$ cat config.mk
export PLATFORM = sky130hd
export DESIGN_NAME = openmips_run_ctrl
export DESIGN_NICKNAME = d
export VERILOG_FILES = /design/src/rtl/openmips_run_ctrl.sv
export SDC_FILE = /design/constraint.sdc
export NUM_CORES = 1
export LEC_CHECK = 0
export ABC_CLOCK_PERIOD_IN_PS = 4400
export BUFFER_PORTS_ARGS = -buffer_cell sky130_fd_sc_hd__buf_2
export CAP_MARGIN = 25
export CELL_PAD_IN_SITES_DETAIL_PLACEMENT = 0
export CELL_PAD_IN_SITES_GLOBAL_PLACEMENT = 1
export CORE_UTILIZATION = 45
export CTS_BUF_LIST = sky130_fd_sc_hd__clkbuf_8 sky130_fd_sc_hd__clkbuf_16
export CTS_CLUSTER_DIAMETER = 30
export CTS_CLUSTER_SIZE = 25
export DETAILED_ROUTE_END_ITERATION = 16
export PLACE_DENSITY_LB_ADDON = 0.1
export SYNTH_ARGS = -nofsm -noshare
export SYNTH_HDL_FRONTEND = slang
export SYNTH_SLANG_ARGS = --single-unit
$ cat constraint.sdc
create_clock -name clk -period 4.4 [get_ports clk]
set_input_delay 1.1 -clock clk [delete_from_list [all_inputs] [get_ports clk]]
set_output_delay 1.1 -clock clk [all_outputs]
set_load 0.05 [all_outputs]
$ cat src/rtl/openmips_run_ctrl.sv
// rtl/openmips_run_ctrl.sv - staggered core reset release and run-cycle control
module openmips_run_ctrl #(
    parameter int HOLD_CYCLES  = 10,
    parameter int STAGGER      = 2,
    parameter int N_DOM        = 2,
    parameter int RUN_CYCLES   = 100,
    parameter int CNT_W        = 32,
    parameter int HOLD_ON_DONE = 1
) (
    input  logic             clk,
    input  logic             rst,
    input  logic             halt_i,
    input  logic             pause_i,
    input  logic             restart_i,
    output logic [N_DOM-1:0] core_rst_o,
    output logic             core_ce_o,
    output logic [1:0]       state_o,
    output logic [CNT_W-1:0] cycle_cnt_o,
    output logic             done_o,
    output logic             timeout_o
);

    localparam int HOLD_W = (HOLD_CYCLES > 1) ? $clog2(HOLD_CYCLES) : 1;
    localparam int STAG_W = (STAGGER > 1) ? $clog2(STAGGER) : 1;
    localparam int DOM_W  = (N_DOM > 1) ? $clog2(N_DOM) : 1;

    localparam logic [HOLD_W-1:0] HOLD_LAST = HOLD_W'(HOLD_CYCLES - 1);
    localparam logic [STAG_W-1:0] STAG_LAST = STAG_W'(STAGGER - 1);
    localparam logic [DOM_W-1:0]  DOM_LAST  = DOM_W'(N_DOM - 1);
    localparam logic [CNT_W-1:0]  RUN_LIM   = CNT_W'(RUN_CYCLES);
    localparam logic [CNT_W-1:0]  CNT_MAX   = '1;
    localparam bit                UNLIMITED = (RUN_CYCLES == 0);
    localparam bit                RST_DONE  = (HOLD_ON_DONE != 0);

    typedef enum logic [1:0] {
        ST_HOLD    = 2'd0,
        ST_RELEASE = 2'd1,
        ST_RUN     = 2'd2,
        ST_DONE    = 2'd3
    } state_t;

    state_t             state_q, state_d;
    logic [HOLD_W-1:0]  hold_cnt_q, hold_cnt_d;
    logic [STAG_W-1:0]  stag_cnt_q, stag_cnt_d;
    logic [DOM_W-1:0]   dom_idx_q, dom_idx_d;
    logic [N_DOM-1:0]   core_rst_q, core_rst_d;
    logic               core_ce_q, core_ce_d;
    logic [CNT_W-1:0]   cnt_q, cnt_d;
    logic               done_q, done_d;
    logic               timeout_q, timeout_d;
    logic [CNT_W-1:0]   cnt_next;

    // Next-state logic: sequence steps, run counting and termination; restart overrides everything
    always_comb begin
        state_d    = state_q;
        hold_cnt_d = hold_cnt_q;
        stag_cnt_d = stag_cnt_q;
        dom_idx_d  = dom_idx_q;
        core_rst_d = core_rst_q;
        core_ce_d  = core_ce_q;
        cnt_d      = cnt_q;
        done_d     = done_q;
        timeout_d  = timeout_q;
        cnt_next   = cnt_q;

        case (state_q)
            ST_HOLD: begin
                core_ce_d = 1'b0;
                if (hold_cnt_q == HOLD_LAST) begin
                    hold_cnt_d    = '0;
                    stag_cnt_d    = '0;
                    dom_idx_d     = DOM_W'(1);
                    core_rst_d[0] = 1'b0;
                    if (N_DOM == 1) begin
                        state_d   = ST_RUN;
                        core_ce_d = ~pause_i;
                    end else begin
                        state_d = ST_RELEASE;
                    end
                end else begin
                    hold_cnt_d = hold_cnt_q + 1'b1;
                end
            end
            ST_RELEASE: begin
                core_ce_d = 1'b0;
                if (stag_cnt_q == STAG_LAST) begin
                    stag_cnt_d = '0;
                    for (int i = 0; i < N_DOM; i++) begin
                        if (dom_idx_q == DOM_W'(i)) begin
                            core_rst_d[i] = 1'b0;
                        end
                    end
                    dom_idx_d = dom_idx_q + 1'b1;
                    if (dom_idx_q == DOM_LAST) begin
                        state_d   = ST_RUN;
                        core_ce_d = ~pause_i;
                    end
                end else begin
                    stag_cnt_d = stag_cnt_q + 1'b1;
                end
            end
            ST_RUN: begin
                core_ce_d = ~pause_i;
                if (!pause_i) begin
                    // Unlimited runs pin at all-ones instead of wrapping back to zero
                    if (UNLIMITED && (cnt_q == CNT_MAX)) begin
                        cnt_next = cnt_q;
                    end else begin
                        cnt_next = cnt_q + 1'b1;
                    end
                end
                cnt_d = cnt_next;
                if (halt_i) begin
                    state_d   = ST_DONE;
                    done_d    = 1'b1;
                    timeout_d = 1'b0;
                    core_ce_d = 1'b0;
                    if (RST_DONE) begin
                        core_rst_d = '1;
                    end
                end else if (!UNLIMITED && !pause_i && (cnt_next == RUN_LIM)) begin
                    state_d   = ST_DONE;
                    done_d    = 1'b1;
                    timeout_d = 1'b1;
                    core_ce_d = 1'b0;
                    if (RST_DONE) begin
                        core_rst_d = '1;
                    end
                end
            end
            default: begin
                core_ce_d = 1'b0;
                if (RST_DONE) begin
                    core_rst_d = '1;
                end
            end
        endcase

        if (restart_i) begin
            state_d    = ST_HOLD;
            hold_cnt_d = '0;
            stag_cnt_d = '0;
            dom_idx_d  = '0;
            core_rst_d = '1;
            core_ce_d  = 1'b0;
            cnt_d      = '0;
            done_d     = 1'b0;
            timeout_d  = 1'b0;
        end
    end

    // State and output registers with synchronous active-low reset
    always_ff @(posedge clk) begin
        if (!rst) begin
            state_q    <= ST_HOLD;
            hold_cnt_q <= '0;
            stag_cnt_q <= '0;
            dom_idx_q  <= '0;
            core_rst_q <= '1;
            core_ce_q  <= 1'b0;
            cnt_q      <= '0;
            done_q     <= 1'b0;
            timeout_q  <= 1'b0;
        end else begin
            state_q    <= state_d;
            hold_cnt_q <= hold_cnt_d;
            stag_cnt_q <= stag_cnt_d;
            dom_idx_q  <= dom_idx_d;
            core_rst_q <= core_rst_d;
            core_ce_q  <= core_ce_d;
            cnt_q      <= cnt_d;
            done_q     <= done_d;
            timeout_q  <= timeout_d;
        end
    end

    assign core_rst_o  = core_rst_q;
    assign core_ce_o   = core_ce_q;
    assign state_o     = state_q;
    assign cycle_cnt_o = cnt_q;
    assign done_o      = done_q;
    assign timeout_o   = timeout_q;

endmodule

After elaboration in Yosys (flattened, before gate mapping)
Index checks and enable logic that the tools add are counted.
{"block": "totals", "reg_bits": 45, "latchBits": 0, "mem_bits_rw": 0, "rom_bits": 0, "in_bits": 5, "output_inout_bits": 39, "wordCells": 67, "memories": 0}
{"block": "classes", "addsub": 4, "n_mul": 0, "div": 0, "order_cmp": 0, "eq_ne": 9, "shifts": 0, "muxes": 28, "bitwise_logic": 3, "reduce_logical": 13}
{"cell": "32-bit 2-to-1 mux", "count": 2}
{"cell": "32-bit by 1-bit adder with 32-bit output (second input constant)", "count": 1}
{"cell": "32-bit by 7-bit == test with 1-bit output (second input constant)", "count": 1}
{"cell": "1-bit 2-to-1 mux", "count": 13}
{"cell": "2-bit 2-to-1 mux", "count": 6}
{"cell": "2-bit != test (second input constant)", "count": 4}
{"cell": "4-bit AND reduction", "count": 2}
{"cell": "1-bit one-hot mux with 2 select lines", "count": 3}
{"cell": "1-bit one-hot mux with 3 select lines", "count": 2}
{"cell": "2-bit one-hot mux with 3 select lines", "count": 1}
{"cell": "5-bit AND reduction", "count": 1}
{"cell": "4-bit by 1-bit adder with 4-bit output (second input constant)", "count": 1}
{"cell": "4-bit == test (second input constant)", "count": 1}
{"cell": "4-bit 2-to-1 mux", "count": 1}
{"cell": "2-bit AND reduction", "count": 2}
{"cell": "2-bit nonzero test", "count": 2}
{"cell": "3-bit != test (second input constant)", "count": 1}
{"cell": "1-bit NOT", "count": 3}
{"cell": "3-bit AND reduction", "count": 1}
{"cell": "3-bit nonzero test", "count": 1}
{"cell": "1-bit adder (second input constant)", "count": 2}
{"cell": "2-bit by 1-bit == test with 1-bit output (second input constant)", "count": 1}
{"cell": "2-bit == test (second input constant)", "count": 1}
{"cell": "2-bit logical NOT", "count": 1}
{"cell": "other kinds (3)", "count": 3}

Longest topological paths before layout
Gate-level depths: netlist of run 1.
{"block": "logic_depth", "depth_word": 8, "mapped_depth": 10, "mapped_depth_nobuf": 10}

Least setup slack after synthesis of run 1
No wires, ideal clock.
{"block": "synth_timing", "kind": "input to register", "from": "input port pause_i", "to": "register state_q[0], in the netlist state_o[0]", "setup_ns": 0.116, "arrival_ns": 3.144, "required_time_ns": 4.284, "setup_slack_ns": 1.140, "cell_stages": 8, "path_buffers": 0, "cell_sequence": "nand4b_2 nor4_4 nand3_2 a2111o_1 a221oi_4 and4_1 o21ai_1 and3_1"}
{"block": "synth_between", "elab_chain_cells": 6}
{"element": "start: declaration", "line_no": "13", "text": "input logic pause_i,"}
{"element": "32-bit 2-to-1 mux", "line_no": "104", "text": "if (!pause_i) begin"}
{"element": "32-bit 2-to-1 mux", "line_no": "66", "text": "case (state_q)"}
{"element": "32-bit by 7-bit == test with 1-bit output", "line_no": "121", "text": "end else if (!UNLIMITED && !pause_i && (cnt_next == RUN_LIM)) begin"}
{"element": "1-bit logical AND *", "line_no": "121"}
{"element": "3-bit != test (no line) *"}
{"element": "5-bit AND reduction (no line) *"}
{"element": "end signal: assignment", "line_no": "165", "text": "state_q <= state_d;"}
{"element": "end: declaration", "line_no": "42", "text": "state_t state_q, state_d;"}
Every way passes the cells marked *; elsewhere a longest branch is shown, timed or not. The select of a mux whose other input is x is not followed.
A chain may end at the register's enable or synchronous reset.

Worst setup path in the final report of run 1
{"block": "layout_timing", "from": "input port pause_i", "to": "register core_rst_q[1], in the netlist core_rst_o[1]"}
{"block": "layout_between", "elab_chain_cells": 6}
{"element": "32-bit 2-to-1 mux", "line_no": "104"}
{"element": "32-bit 2-to-1 mux", "line_no": "66"}
{"element": "32-bit by 7-bit == test with 1-bit output", "line_no": "121"}
{"element": "1-bit logical AND *", "line_no": "121"}
{"element": "3-bit != test (no line) *"}
{"element": "4-bit AND reduction (no line) *"}
{"element": "end signal: assignment", "line_no": "169", "text": "core_rst_q <= core_rst_d;"}
{"element": "end: declaration", "line_no": "46", "text": "logic [N_DOM-1:0] core_rst_q, core_rst_d;"}
Marked as above.

==> results by group, run 1 <==
Outcome
  • Outcome: complete, no violations

Floorplanning
  • Starting Density: 46.7%
  • DIE WIDTH: 80.6 microns
  • Die area: 6490 sq um
  • Row count: 28
  • Core ar.: roughly 6000 sq um
  • Chip Height: a little over 80 microns
  • Io pins: between 40 and 50

Final layout
  • Ant. Diodes: 0
  • Design area: between 3000 and 4000 sq um
  • Area Overhead vs Synth: 10.4%
  • Share of cells above drive strength 1: between 10% and 20%
  • Final net count: 384

Route
  • Routed wire length: about 6400 microns
  • Vias per Instance: around 5.7
  • Total number of vias: 2538
  • Initial DRC count: ~170
  • Average routed wire per standard cell: roughly 14 microns
  • Initial DRT Pass Iterations: 4
  • Antenna-violating nets left: 0
  • DRC: 0

Timing
  • Fin crit period: 3.36 ns
  • TNS Setup: 0 ns
  • Worst-Margin Slew: 0.825 ns
  • Endpoints failing hold: 0
  • Slew Limit Fails: 0
  • Setup Viol. Count Final: 0
  • RSZ-0062 raised after global routing: no
  • Post-route setup slack: 1.04 ns
  • Worst hold slack: 0.498 ns
  • Slew margin rel.: 45.0%
  • Clock skew: 0.00606 ns
  • F_max: 298 MHz
  • Period utilization: roughly 76%

Synthesis
  • Mapped Avg Cell Area: 8.01 sq um
  • Ys async rst share: 0%
  • Cells after Synth: 347
  • Syn nets: about 360
  • Synth unique cells: 56
  • Post-Syn Area: about 2800 sq um
  • Biggest area consumer among synthesized cells: dfxtp_1
  • Yosys reg bits: 45
  • Ys flop type: dfxtp_1
  • Commonest cells in the synthesized netlist: 56 x nor2_1, 45 x dfxtp_1, 24 x xor2_1
  • Sequential area share after synthesis: 32.4%
  • Post-synth top area share: 32.4%
  • Most frequent cell after synthesis: nor2_1
  • Post-synth EDFFs: 0
  • Synth area leaders: dfxtp_1 32%, nor2_1 7.6%, xor2_1 7.6%
  • Yosys warning count: 0

Critical path
  • Crit path cell chain: buf_2, nand4b_2, nor4_4, nand3_2, a2111o_1, a221oi_4, nand3_2, o41ai_2, nand3_1
  • Data required time of the critical path: 4.57 ns
  • Worst setup EP type: register
  • CP arrival: 3.53 ns
  • Crit Path Class: in2reg
  • Crit-path slowest cell: nor4_4
  • Most frequent CP cell: nand3_2
  • Type of origin of the critical path: input port
  • Worst-path maximum fanout: 12
  • Largest stage delay on the critical path: approximately 0.44 ns

Pwr
  • Pwr dens: 224 nW/um^2
  • Leakage: 1.17 nW
  • Maximum VDD drop: 0.121 mV

Placed design
  • Final HPWL DP: roughly 4700 microns
  • Pre-CTS setup slack: slightly above 0.7 ns
  • Placed Area: 2980 sq um
  • Final Wtd Congestion: about 0.78
  • Port bufs: 43

CTS
  • CTS tree: built
  • TritonCTS Buffers: 5
  • Buffer count from post-CTS setup fixing: 0
  • Clock Tree Root: clkbuf_8
  • Clk buf depth: 2
  • Clk_lat worst skew: 0.29 ns
  • CTS Hold Bufs: 0
  • Clock sink count: 45
  • H-tree lvl count: 2
  • Reg clk slew, reported paths: around 0.080 ns
  • CTS resizes: 0

Global routing
  • Vias in the first global route: 2255
  • Grt total ovfl: 0
  • First-pass GRT wire length: 11100 microns
  • Largest net degree at the start of global routing: 22
  • Initial antenna violation count: 0
  • GRT Total Usage: 21.8%

Min path
  • Worst Hold Class: reg2reg

Flow run
  • Max_cap viols: 0
logic make-up after synthesis:
group           share of synthesized area (%)
compound gates                           13.4
xor+xnor                                 13.2
fa+ha+maj                                2.25
buf+inv                                  5.22
flops                                    32.4
mux                                     0.360
simple gates                             33.1
routing by layer:
metal	track usage, %	routed length, microns	up-vias
met3	3.86	266	6
met5	0	0	-
li1	-	-	1282
met2	32.6	2800	72
met1	31.5	3300	1178
met4	6.07	55	0
area by class of cell:
type / count / area, sq um
repair buffers: 44 / 223
inverters: 8 / 30.0
flip-flops and latches: 45 / 901
clock buffers: 6 / 82.6
multi-input cells: 270 / 1730
clock inverters: 1 / 3.75
fillers: 616 / 2890
well taps: 75 / 93.8
critical path, delay by kind of cell:
| family | cells | cell delay [ns] |
|---|---|---|
| and+or+nand+nor | 5 | 1.21 |
| AOI/OAI and AO/OA | 3 | 1.06 |
| buffers and inverters | 1 | 0.17 |
sequential cells by signal (all words and copies together), names as in the netlist:
name         flops
state_o          2
timeout_o        1
core_ce_o        1
stag_cnt_q       1
core_rst_o       2
dom_idx_q        1
cycle_cnt_o     32
done_o           1
hold_cnt_q       4
placed cells by master (no fill, tap or decap), types with 4 or more instances in the layout:
master    netlist  final
xor2_1         24     24
nand3_1        15     15
a31oi_1         4      4
o21ai_0        14     14
nor2_1         56     56
or3_1           9      9
a21oi_1        11     11
nand2_1        23     23
nor3_1          9      9
clkbuf_8        0      6
a211oi_1        4      4
buf_2           5     43
dfxtp_1        45     45
nand4_1        16     16
xnor2_1        18     18
inv_1           8      9
and4_1          4      4
nor2b_1         4      4
ha_1            5      5
final timing paths:
check,startpoint,end,slack [ns],cells after the start
min,hold_cnt_q[3],hold_cnt_q[3],0.50,2
max,pause_i,core_rst_o[1],1.04,9
min reg2reg,hold_cnt_q[3],hold_cnt_q[3],0.50,2
max reg2reg,cycle_cnt_o[0],core_rst_o[1],1.43,9
stage by stage:
| step | cells | utilization (%) | power (mW) |
|---|---|---|---|
| finish | 449 | 51.5 | 0.686 |
| global route | 449 | 51.5 | 0.719 |
| CTS | 449 | 51.5 | 0.696 |
| detailed placement | 442 | 50.0 | 0.434 |
| global placement | 442 | 50.0 | 0.434 |
| floorplan | 347 | - | 0.429 |
where the power goes:
part	total (mW)	internal, mW	leakage [nW]	switching (mW)
Sequential	0.409	0.408	0.363	0.00107
Combinational	0.0154	0.00463	0.760	0.0107
Clock	0.262	0.123	0.0485	0.140
Total	0.686	0.535	1.17	0.151
Note: power is estimated with default switching activity, not from simulation.
==> run 2, diff against run 1 <==
--- a/config.mk
+++ b/config.mk
@@ -5,12 +5,12 @@
 export SDC_FILE = /design/constraint.sdc
 export NUM_CORES = 1
 export LEC_CHECK = 0
-export ABC_CLOCK_PERIOD_IN_PS = 4400
+export ABC_CLOCK_PERIOD_IN_PS = 2800
 export BUFFER_PORTS_ARGS = -buffer_cell sky130_fd_sc_hd__buf_2
 export CAP_MARGIN = 25
 export CELL_PAD_IN_SITES_DETAIL_PLACEMENT = 0
 export CELL_PAD_IN_SITES_GLOBAL_PLACEMENT = 1
-export CORE_UTILIZATION = 45
+export CORE_UTILIZATION = 38
 export CTS_BUF_LIST = sky130_fd_sc_hd__clkbuf_8 sky130_fd_sc_hd__clkbuf_16
 export CTS_CLUSTER_DIAMETER = 30
 export CTS_CLUSTER_SIZE = 25
==> constraint.sdc (replaced) <==
create_clock -name clk -period 2.8 [get_ports clk]
set_input_delay 0.7 -clock clk [delete_from_list [all_inputs] [get_ports clk]]
set_output_delay 0.7 -clock clk [all_outputs]
set_load 0.05 [all_outputs]
==> run 2 against run 1 <==
Compared with the run above:
- register-to-register slack lost 1.2 ns
- hold slack better by 0.0051 ns
- combinational power up 75%
- count of clock-buffer cells in the layout is 1 lower
- largest power group unchanged
==> results by group, run 2 (synthesis results as in run 1) <==
Timing
  • Worst-Margin Slew: 0.416 ns (was 0.825 ns)
  • Slew margin rel.: 72.3% (was 45.0%)
  • Post-route setup slack: 0.178 ns (was 1.04 ns)
  • TNS Setup: 0 ns (unchanged)
  • RSZ-0062 raised after global routing: no (unchanged)
  • Clock skew: 0.00624 ns (was 0.00606 ns)
  • Setup Viol. Count Final: 0 (unchanged)
  • Fin crit period: 2.62 ns
  • Endpoints failing hold: 0 (unchanged)
  • F_max: 381 MHz
  • Slew Limit Fails: 0 (unchanged)
  • Period utilization: 93.7%

Final layout
  • Share of cells above drive strength 1: 25.6% (was 16.3%)
  • Ant. Diodes: 0 (unchanged)
  • Fillers: 704 (was 616)
  • Commonest cells after routing, fill and taps aside: 56 x nor2_1, 43 x buf_2, 30 x dfxtp_1 (was 56 x nor2_1, 45 x dfxtp_1, 43 x buf_2)
  • Design area: 3320 sq um (was 3070 sq um)
  • Post-route insts no fill: 498 (was 449)
  • Area Overhead vs Synth: 19.5% (was 10.4%)
  • Area of the multi-input gates: 1740 sq um (was 1730 sq um)
  • Max FFs per register: 32 (unchanged)
  • Commonest non-fill, non-tap cell in the layout: nor2_1 (unchanged)
  • Final net count: 411 (was 384)
  • Register area: 925 sq um (was 901 sq um)

Critical path
  • Worst r2r src: cycle_cnt_o[0] (unchanged)
  • Worst-path maximum fanout: 6 (was 12)
  • Type of origin of the critical path: input port (unchanged)
  • CP Launch Point: pause_i (unchanged)
  • Crit Path Class: in2reg (unchanged)
  • Worst setup EP type: register (unchanged)
  • Data required time of the critical path: 3.00 ns (was 4.57 ns)
  • CP arrival: 2.82 ns (was 3.53 ns)

Placed design
  • Inst Count DP: 489 (was 442)
  • Pre-CTS setup slack: -0.104 ns (was 0.714 ns)
  • Port bufs: 43 (unchanged)
  • Final Wtd Congestion: 0.837 (was 0.778)
  • Placed Area: 3230 sq um (was 2980 sq um)
  • Final HPWL DP: 5280 microns (was 4710 microns)

CTS
  • Clock Tree Root: clkbuf_8 (unchanged)
  • Clk_lat worst skew: 0.30 ns (was 0.29 ns)
  • Clk buf depth: 2 (unchanged)
  • CTS tree: built (unchanged)
  • Reg clk slew, reported paths: 0.08 ns (about the same)
  • TritonCTS Buffers: 5 (unchanged)
  • Clock sink count: 45 (unchanged)
  • H-tree lvl count: 2 (unchanged)

Outcome
  • Outcome: complete, no violations (unchanged)

Floorplanning
  • Die area: 7660 sq um (was 6490 sq um)
  • Starting Density: 40.0% (was 46.7%)
  • Chip Height: 87.5 microns (was 80.6 microns)
  • Io pins: 44 (unchanged)
  • Core ar.: 6940 sq um (was 5960 sq um)
  • Row count: 30 (was 28)
  • DIE WIDTH: 87.5 microns (was 80.6 microns)

Pwr
  • Pwr dens: 318 nW/um^2 (was 224 nW/um^2)
  • Leakage: 1.31 nW (was 1.17 nW)
  • Maximum VDD drop: 0.157 mV (was 0.121 mV)

Min path
  • Hold_sp: hold_cnt_q[3] (unchanged)
  • Worst Hold Class: reg2reg (unchanged)

Route
  • Total number of vias: 2604 (was 2538)
  • Initial DRC count: 62 (was 165)
  • Vias per Instance: 5.23 (was 5.65)
  • DRC: 0 (unchanged)
  • Routed wire length: 7110 microns (was 6420 microns)
  • Average routed wire per standard cell: 14.3 microns (about the same)
  • Initial DRT Pass Iterations: 4 (unchanged)
  • Antenna-violating nets left: 0 (unchanged)

Global routing
  • Met3 GRT Util: 3.32% (was 3.86%)
  • Met1 Resource Use GR: 26.7% (was 31.5%)
  • Vias in the first global route: 2396 (was 2255)
  • GRT Max-Usage Layer: met2 (unchanged)
  • Initial antenna violation count: 0 (unchanged)
  • Grt total ovfl: 0 (unchanged)
  • M2 GR Usage: 32.8% (was 32.6%)
  • GRT Total Usage: 19.9% (was 21.8%)
  • First-pass GRT wire length: 12000 microns (was 11100 microns)
  • Largest net degree at the start of global routing: 39 (was 22)

Flow run
  • Max_cap viols: 0 (unchanged)
==> run 2: cell count changes in the layout (fill, tap and decap cells not counted), sizes merged <==
cell	previous run	this run
buf	44	71
clkbuf	6	5
inv	9	11
==> run 2: critical path: stages <==
cell,delay [ns]
buf_2,0.12
and4b_1,0.33
nand4_1,0.18
buf_4,0.20
nor4_1,0.37
o21ai_0,0.18
a21oi_2,0.26
and4_1,0.25
o21ai_1,0.06
and3_1,0.17
==> run 2: per-stage QoR <==
stage	hold slack, ns	power [mW]	utilization (%)
detailed placement	0.495	0.682	46.5
global placement	0.475	0.683	46.5
CTS	0.507	1.07	47.6
finish	0.503	1.06	47.8
floorplan	0.459	0.672	-
global route	0.533	1.10	47.8
==> run 2: power by group <==
| part | internal (mW) | switching, mW | leakage, nW | total, mW |
|---|---|---|---|---|
| clock | 0.167 | 0.223 | 0.0519 | 0.390 |
| sequential | 0.638 | 0.00150 | 0.371 | 0.640 |
| combinational | 0.00906 | 0.0178 | 0.892 | 0.0269 |
==> run 2: cell type report <==
type | instances | area share [%]
Multi-Input combinational cell | 270 | 52.4
Sequential cell | 45 | 27.8
Timing Repair Buffer | 71 | 12.8
Tap cell | 96 | 3.62
Clock buffer | 5 | 2.07
Inverter | 8 | 0.904
Clock inverter | 3 | 0.339
==> run 2: routing by layer <==
metal	vias to the layer above	share of wire, %
met4	0	1.1
met2	38	47
met5	-	0
li1	1333	-
met1	1227	49
met3	6	3.0
==> run 2: final timing paths <==
check	cells after the start	to	slack, ns
setup / recovery	10	state_o[0]	0.18
hold / removal	2	hold_cnt_q[3]	0.50
setup reg to reg	9	state_o[0]	0.20
hold reg to reg	2	hold_cnt_q[3]	0.50
==> run 2: repair_timing <==
item | in CTS | in global routing
hold buffers | 0 | 0
setup buffers | 0 | 1
gates resized for setup | 0 | 2
setup endpoints to repair | 0 | 4
